===== config.mk =====
export PLATFORM = sky130hd
export DESIGN_NAME = snake_game_ctrl_flat
export DESIGN_NICKNAME = d
export VERILOG_FILES = /design/src/rtl/snake_game_ctrl_if.sv /design/src/rtl/snake_game_ctrl.sv /design/src/flat_wrapper.sv
export SDC_FILE = /design/constraint.sdc
export NUM_CORES = 1
export LEC_CHECK = 0
export BUFFER_PORTS_ARGS = -buffer_cell sky130_fd_sc_hd__buf_2
export CORE_ASPECT_RATIO = 0.7
export CORE_MARGIN = 10
export CORE_UTILIZATION = 30
export DETAILED_ROUTE_END_ITERATION = 10
export GPL_TIMING_DRIVEN = 0
export PLACE_DENSITY = 0.49
export REMOVE_ABC_BUFFERS = 1
export SLEW_MARGIN = 30
export SYNTH_ARGS = -nofsm -noshare
export SYNTH_HDL_FRONTEND = slang
export SYNTH_SLANG_ARGS = --single-unit

===== constraint.sdc =====
create_clock -name master_clk -period 6.09 [get_ports master_clk]
set_clock_uncertainty 0.1 [all_clocks]
set_input_delay 0 -clock master_clk [delete_from_list [all_inputs] [get_ports master_clk]]
set_output_delay 0 -clock master_clk [all_outputs]
set_load 0.05 [all_outputs]

===== src/rtl/snake_game_ctrl_if.sv =====
// Signal bundle between the snake sequencing controller and its datapath:
// scan-side collision flags and the button pulse flow in, move/respawn
// strobes, direction, bookkeeping counters and FSM state flow out.
//
// Strobe semantics: there is no back-pressure on any signal. An input pulse
// (dir_pulse, frame_end) is consumed on the single master_clk edge where it
// is high. An output strobe (move_en, grow, apple_respawn) is valid for
// exactly one cycle and the consumer must act on it in that cycle.
interface snake_game_ctrl_if;
    logic       start;
    logic       dir_pulse;
    logic       frame_end;
    logic       hit_apple;
    logic       hit_lethal;
    logic       move_en;
    logic [4:0] direction;
    logic       body_clear;
    logic       apple_respawn;
    logic       grow;
    logic [6:0] size;
    logic [7:0] score;
    logic       game_over;
    logic [1:0] state;

    // Environment side: drives the controls, observes the controller.
    modport master (
        output start, dir_pulse, frame_end, hit_apple, hit_lethal,
        input  move_en, direction, body_clear, apple_respawn, grow,
               size, score, game_over, state
    );

    // Controller side.
    modport slave (
        input  start, dir_pulse, frame_end, hit_apple, hit_lethal,
        output move_en, direction, body_clear, apple_respawn, grow,
               size, score, game_over, state
    );
endinterface


===== src/rtl/snake_game_ctrl.sv =====
// Snake game sequencer: master FSM, move-tick divider, one-deep turn queue,
// per-frame collision evaluation and size/score bookkeeping.
// Every output is a flop; the FSM state is exported on bus.state.
module snake_game_ctrl #(
    parameter int TICK_DIV = 1777777,
    parameter int MAX_SIZE = 16
) (
    input  logic              master_clk,
    input  logic              B_reset,
    snake_game_ctrl_if.slave  bus
);
    localparam int             TW        = $clog2(TICK_DIV);
    localparam logic [TW-1:0]  TICK_LAST = TW'(TICK_DIV - 1);
    localparam logic [6:0]     SIZE_MAX  = 7'(MAX_SIZE);
    localparam logic [4:0]     DIR_UP    = 5'b00010;
    localparam logic [4:0]     DIR_RIGHT = 5'b10000;
    localparam logic [4:0]     DIR_DOWN  = 5'b01000;
    localparam logic [4:0]     DIR_LEFT  = 5'b00100;

    typedef enum logic [1:0] {
        S_IDLE = 2'b00,
        S_RUN  = 2'b01,
        S_DEAD = 2'b10,
        S_WIN  = 2'b11
    } state_t;

    // Clockwise rotation of a one-hot heading; an illegal code recovers to right.
    function automatic logic [4:0] rotate_cw(input logic [4:0] d);
        case (d)
            DIR_UP:    return DIR_RIGHT;
            DIR_RIGHT: return DIR_DOWN;
            DIR_DOWN:  return DIR_LEFT;
            DIR_LEFT:  return DIR_UP;
            default:   return DIR_RIGHT;
        endcase
    endfunction

    state_t        state_q, state_d;
    logic [TW-1:0] tick_q, tick_d;
    logic [4:0]    direction_q, direction_d;
    logic [4:0]    pending_q, pending_d;
    logic [6:0]    size_q, size_d;
    logic [7:0]    score_q, score_d;
    logic          armed_q, armed_d;
    logic          lethal_lat_q, lethal_lat_d;
    logic          apple_lat_q, apple_lat_d;
    logic          move_en_q, move_en_d;
    logic          grow_q, grow_d;
    logic          apple_respawn_q, apple_respawn_d;
    logic          game_over_q, game_over_d;
    logic          body_clear_q, body_clear_d;

    logic          eff_lethal;
    logic          eff_apple;
    logic          tick_wrap;
    logic          win_now;
    logic [6:0]    size_inc;
    logic [4:0]    turn_base;

    // Next-state logic; priority is start abort > lethal > apple > tick/turn.
    always_comb begin
        state_d         = state_q;
        tick_d          = tick_q;
        direction_d     = direction_q;
        pending_d       = pending_q;
        size_d          = size_q;
        score_d         = score_q;
        armed_d         = armed_q;
        lethal_lat_d    = lethal_lat_q;
        apple_lat_d     = apple_lat_q;
        move_en_d       = 1'b0;
        grow_d          = 1'b0;
        apple_respawn_d = 1'b0;
        game_over_d     = game_over_q;
        body_clear_d    = body_clear_q;

        // A frame's verdict includes a hit on the very pixel that ends it.
        eff_lethal = bus.frame_end & (lethal_lat_q | bus.hit_lethal);
        eff_apple  = bus.frame_end & (apple_lat_q | bus.hit_apple);
        tick_wrap  = (tick_q == TICK_LAST);
        size_inc   = size_q + 7'd1;
        win_now    = 1'b0;
        // On a move edge the heading is about to become pending, so a turn
        // request there is judged against the new heading.
        turn_base  = tick_wrap ? pending_q : direction_q;

        if (!bus.start) begin
            // Abort/idle from any state; score stays visible until next start.
            state_d      = S_IDLE;
            body_clear_d = 1'b1;
            size_d       = 7'd1;
            game_over_d  = 1'b0;
            direction_d  = DIR_RIGHT;
            pending_d    = DIR_RIGHT;
            tick_d       = '0;
            armed_d      = 1'b0;
            lethal_lat_d = 1'b0;
            apple_lat_d  = 1'b0;
        end else begin
            case (state_q)
                S_IDLE: begin
                    state_d         = S_RUN;
                    body_clear_d    = 1'b0;
                    size_d          = 7'd1;
                    game_over_d     = 1'b0;
                    direction_d     = DIR_RIGHT;
                    pending_d       = DIR_RIGHT;
                    score_d         = 8'd0;
                    tick_d          = '0;
                    armed_d         = 1'b0;
                    lethal_lat_d    = 1'b0;
                    apple_lat_d     = 1'b0;
                    apple_respawn_d = 1'b1;
                end
                S_RUN: begin
                    body_clear_d = 1'b0;
                    if (bus.frame_end) begin
                        lethal_lat_d = 1'b0;
                        apple_lat_d  = 1'b0;
                    end else begin
                        lethal_lat_d = lethal_lat_q | bus.hit_lethal;
                        apple_lat_d  = apple_lat_q | bus.hit_apple;
                    end

                    if (eff_lethal) begin
                        state_d     = S_DEAD;
                        game_over_d = 1'b1;
                    end else begin
                        // Only one growth per move step: armed is re-set by the tick.
                        if (eff_apple && armed_q) begin
                            grow_d          = 1'b1;
                            apple_respawn_d = 1'b1;
                            size_d          = size_inc;
                            score_d         = (score_q == 8'hFF) ? score_q : score_q + 8'd1;
                            armed_d         = 1'b0;
                            if (size_inc == SIZE_MAX) begin
                                win_now = 1'b1;
                                state_d = S_WIN;
                            end
                        end
                        if (!win_now) begin
                            if (tick_wrap) begin
                                tick_d      = '0;
                                move_en_d   = 1'b1;
                                direction_d = pending_q;
                                armed_d     = 1'b1;
                            end else begin
                                tick_d = tick_q + TW'(1);
                            end
                            // One queued turn at most; blocks a reversal in one step.
                            if (bus.dir_pulse && (pending_q == turn_base)) begin
                                pending_d = rotate_cw(pending_q);
                            end
                        end
                    end
                end
                S_DEAD: begin
                    game_over_d = 1'b1;
                end
                S_WIN: begin
                    game_over_d = 1'b0;
                end
                default: begin
                    state_d = S_IDLE;
                end
            endcase
        end
    end

    // State and output registers with synchronous reset.
    always_ff @(posedge master_clk) begin
        if (B_reset) begin
            state_q         <= S_IDLE;
            tick_q          <= '0;
            direction_q     <= DIR_RIGHT;
            pending_q       <= DIR_RIGHT;
            size_q          <= 7'd1;
            score_q         <= 8'd0;
            armed_q         <= 1'b0;
            lethal_lat_q    <= 1'b0;
            apple_lat_q     <= 1'b0;
            move_en_q       <= 1'b0;
            grow_q          <= 1'b0;
            apple_respawn_q <= 1'b0;
            game_over_q     <= 1'b0;
            body_clear_q    <= 1'b1;
        end else begin
            state_q         <= state_d;
            tick_q          <= tick_d;
            direction_q     <= direction_d;
            pending_q       <= pending_d;
            size_q          <= size_d;
            score_q         <= score_d;
            armed_q         <= armed_d;
            lethal_lat_q    <= lethal_lat_d;
            apple_lat_q     <= apple_lat_d;
            move_en_q       <= move_en_d;
            grow_q          <= grow_d;
            apple_respawn_q <= apple_respawn_d;
            game_over_q     <= game_over_d;
            body_clear_q    <= body_clear_d;
        end
    end

    assign bus.move_en       = move_en_q;
    assign bus.direction     = direction_q;
    assign bus.body_clear    = body_clear_q;
    assign bus.apple_respawn = apple_respawn_q;
    assign bus.grow          = grow_q;
    assign bus.size          = size_q;
    assign bus.score         = score_q;
    assign bus.game_over     = game_over_q;
    assign bus.state         = state_q;
endmodule


===== src/flat_wrapper.sv =====
// flat-port wrapper written by rule: the top's interface ports become plain ports
module snake_game_ctrl_flat 
#(
    parameter int TICK_DIV = 1777777,
    parameter int MAX_SIZE = 16
)
  (master_clk, B_reset, bus_start, bus_dir_pulse, bus_frame_end, bus_hit_apple, bus_hit_lethal, bus_move_en, bus_direction, bus_body_clear, bus_apple_respawn, bus_grow, bus_size, bus_score, bus_game_over, bus_state);
  snake_game_ctrl_if bus_i ();
  input  logic master_clk;
  input  logic B_reset;
  input wire logic [$bits(bus_i.start)-1:0] bus_start;
  input wire logic [$bits(bus_i.dir_pulse)-1:0] bus_dir_pulse;
  input wire logic [$bits(bus_i.frame_end)-1:0] bus_frame_end;
  input wire logic [$bits(bus_i.hit_apple)-1:0] bus_hit_apple;
  input wire logic [$bits(bus_i.hit_lethal)-1:0] bus_hit_lethal;
  output wire logic [$bits(bus_i.move_en)-1:0] bus_move_en;
  output wire logic [$bits(bus_i.direction)-1:0] bus_direction;
  output wire logic [$bits(bus_i.body_clear)-1:0] bus_body_clear;
  output wire logic [$bits(bus_i.apple_respawn)-1:0] bus_apple_respawn;
  output wire logic [$bits(bus_i.grow)-1:0] bus_grow;
  output wire logic [$bits(bus_i.size)-1:0] bus_size;
  output wire logic [$bits(bus_i.score)-1:0] bus_score;
  output wire logic [$bits(bus_i.game_over)-1:0] bus_game_over;
  output wire logic [$bits(bus_i.state)-1:0] bus_state;
  assign bus_i.start = bus_start;
  assign bus_i.dir_pulse = bus_dir_pulse;
  assign bus_i.frame_end = bus_frame_end;
  assign bus_i.hit_apple = bus_hit_apple;
  assign bus_i.hit_lethal = bus_hit_lethal;
  assign bus_move_en = bus_i.move_en;
  assign bus_direction = bus_i.direction;
  assign bus_body_clear = bus_i.body_clear;
  assign bus_apple_respawn = bus_i.apple_respawn;
  assign bus_grow = bus_i.grow;
  assign bus_size = bus_i.size;
  assign bus_score = bus_i.score;
  assign bus_game_over = bus_i.game_over;
  assign bus_state = bus_i.state;
  snake_game_ctrl #(.TICK_DIV(TICK_DIV), .MAX_SIZE(MAX_SIZE)) u_core (.master_clk(master_clk), .B_reset(B_reset), .bus(bus_i));
endmodule

==> out/metrics.csv <==
stage,metric,value,unit
outcome,outcome,"complete, no violations",
sta,worst_slack,2.91,ns
synthesis,synth_compound_area_frac,0.186,
synthesis,synth_top_family_by_area,simple AND/OR/NAND/NOR gates,
cts,cts_setup_buffers,0,
cts,cts.path.max_buffers,2,
synthesis,synthesis.area,0.00275,sq mm
placement,hpwl,5160,um
synthesis,ys_seq_area_frac,0.400,
final_layout,n_fill_cell,963,
final_layout,diodes,0,
global_route,grt_pass1_vias,2332,
sta,finalSetupTns,0,ns
synthesis,synth_cell_types,50,
floorplan,dieArea,0.0135,sq mm
floorplan,die_x,134,um
final_layout,seqCellArea,0.00110,sq mm
cts,clk_pin_slew,0.07,ns
global_route,grt_max_degree,25,
final_layout,layout_commonest_cell,dfxtp_1,
sta,setup_viol,0,
placement,placedInstanceArea,0.00302,sq mm
worst_setup_path,cp-end-kind,flop,
cts,cts_resized,0,
final_layout,nets,367,
floorplan,start_util,0.306,
route,viasPerCell,5.00,
global_route,grt_use_total,0.110,
final_layout,multi_input_area,0.00155,sq mm
synthesis,yosys_warnings,0,
route,wl_per_cell,15.0,um
global_route,antenna_found_initial,0,
cts,clk_latency,0.30,ns
floorplan,num_io_pins,34,
power,p_leak,1.09,nW
synthesis,async_reset_ff_frac,0,
cts,clockRootBuffer,clkbuf_16,
route,antenna_left,0,
worst_setup_path,cp_data_arrival_time,3.30,ns
synthesis,syn_area_per_cell,8.55,sq um
power,power_density,225,mW/mm^2
global_route,grt_overflow,0,
global_route,grt_pass1_wl,12200,um
synthesis,synth-simple-area-share,0.260,
final_layout,mostFrequentLayoutCells,"55 x dfxtp_1, 44 x nor2_1, 33 x buf_2",
sta,period_minus_slack,3.18,ns
flow_run,maxCapViolations,0,
worst_setup_path,worstSetupPathType,reg -> reg,
synthesis,synth_flop_cell,dfxtp_1,
placement,post-place-ws,2.76,ns
synthesis,syn-instance-count,322,
sta,fin_crit_sh,0.522,
cts,clock_sinks,55,
final_layout,drive_above_1_share,0.161,
sta,slew_viol_final,0,
synthesis,synth_mux_area_frac,0,
placement,portBuffers,33,
final_layout,design_area,0.00320,sq mm
placement,finalWeightedCongestion,0.791,
final_layout,areaGrowthSynthToFinish,16.2,%
sta,relSlewSlack,0.461,
sta,tightest_slew,0.805,ns
route,vias,2394,
synthesis,synthAdderAreaFrac,0.0273,
route,first_iter_violations,195,
worst_setup_path,path_max_fanout,16,
floorplan,rows,29,
synthesis,synth-seq-cells,55,
sta,hold_ws,0.00799,ns
synthesis,synth_edf_count,0,
power,ir_drop,0.000116,V
cts,numCtsBuffers,5,
floorplan,dieHeight,100,um
cts,cts_tree,yes,
route,wirelength,7200,um
hold_path,hp-class,in -> reg,
worst_setup_path,critPathLaunchType,flop,
sta,rsz0062_at_grt,false,
cts,ctsHoldBuffers,4,
sta,fmax,315,MHz
worst_setup_path,cp_data_required_time,6.22,ns
sta,hold_violations,0,
synthesis,synth_xor_area_frac,0.0859,
route,drcViolationCount,0,
route,drt-pass1-iter-count,5,
cts,htree_levels,2,
floorplan,core,0.00900,sq mm
-- cell usage after synthesis (2+ instances only) --
cell type | count | share of area
dfxtp_1 | 55 | 0.40
nor2_1 | 44 | 0.060
a21oi_1 | 25 | 0.045
nand2_1 | 20 | 0.027
xor2_1 | 16 | 0.051
inv_1 | 13 | 0.018
o21ai_0 | 13 | 0.024
nand3_1 | 11 | 0.020
xnor2_1 | 11 | 0.035
clkbuf_1 | 8 | 0.011
nor3_1 | 8 | 0.015
o211ai_1 | 8 | 0.022
a211oi_1 | 7 | 0.019
nand4_1 | 7 | 0.016
ha_1 | 6 | 0.027
and3_1 | 5 | 0.011
and4_1 | 5 | 0.016
or3_1 | 5 | 0.011
a31oi_1 | 4 | 0.0091
o2111ai_1 | 4 | 0.013
a2111oi_0 | 3 | 0.0095
and2_1 | 3 | 0.0068
nor4_1 | 3 | 0.0068
a21o_1 | 2 | 0.0055
a22oi_1 | 2 | 0.0055
and2_2 | 2 | 0.0055
buf_2 | 2 | 0.0036
buf_6 | 2 | 0.0082
nor2b_1 | 2 | 0.0045
nor3b_1 | 2 | 0.0055
nor4b_1 | 2 | 0.0064
or2_2 | 2 | 0.0045
or4_1 | 2 | 0.0055
or4_4 | 2 | 0.0082
-- per-layer routing --
layer  share of wire  global-route usage
met1            0.56               0.165
met5               0                   0
met4           0.010              0.0309
met2            0.38               0.144
met3           0.053              0.0329
-- through the flow --
stage           util  instances  power, mW
5_1_grt        0.355        479      0.749
3_5_place_dp   0.335        467      0.444
6_report       0.355        479      0.720
4_1_cts        0.355        479      0.729
2_1_floorplan      -        310      0.421
3_3_place_gp   0.335        467      0.443
-- final cells by class --
cell class | count | area share
tap | 124 | 0.0485
multi-input combinational | 242 | 0.485
clock buffer | 7 | 0.0415
timing repair buffer | 37 | 0.0642
clock inverter | 1 | 0.00156
inverter | 13 | 0.0153
sequential | 55 | 0.344
-- critical path, stage by stage (launching register included) --
cell and delay [ns]:
dfxtp_1 0.40, ha_1 0.54, inv_1 0.27, nor3b_2 0.74, o221a_2 0.43, nand3_1 0.17
or3_1 0.33, a21oi_1 0.14
-- kinds of logic (layout without fill, tap and decap cells) --
kind of cell,after synthesis,in the layout
AND/OR/NAND/NOR,132,132
AO/OA/AOI/OAI,77,77
flip-flops,55,55
XOR/XNOR,27,27
buffers and inverters,25,58
adder cells (fa/ha/maj),6,6
-- sequential cells by signal (all words and copies together) (netlist names) --
signal	count
u_core.tick_q	21
u_core.bus.grow	1
u_core.bus.size	7
u_core.apple_lat_q	1
u_core.bus.move_en	1
u_core.pending_q	4
u_core.bus.apple_respawn	1
u_core.bus.body_clear	1
u_core.armed_q	1
u_core.bus.score	8
u_core.bus.state	2
u_core.bus.direction	5
u_core.lethal_lat_q	1
u_core.bus.game_over	1
-- power by group --
part / internal, mW / leakage, nW / switching, mW
Combinational: 0.0193 / 0.580 / 0.0507
Sequential: 0.363 / 0.444 / 0.00369
Clock: 0.153 / 0.0679 / 0.131
Total: 0.535 / 1.09 / 0.186
-- final timing paths --
path / start / slack (ns) / cells past startpoint / to
max: u_core.bus.state[0]$_SDFFE_PP0P_ / 2.91 / 7 / u_core.bus.score[7]$_SDFFE_PP0P_
min reg2reg: u_core.bus.direction[0]$_SDFFE_PP0P_ / 0.37 / 2 / u_core.bus.direction[0]$_SDFFE_PP0P_
min: bus_hit_lethal / 0.008 / 5 / u_core.lethal_lat_q$_SDFFE_PP0P_
max reg2reg: u_core.bus.state[0]$_SDFFE_PP0P_ / 2.91 / 7 / u_core.bus.score[7]$_SDFFE_PP0P_
(Power assumes the default switching activity.)
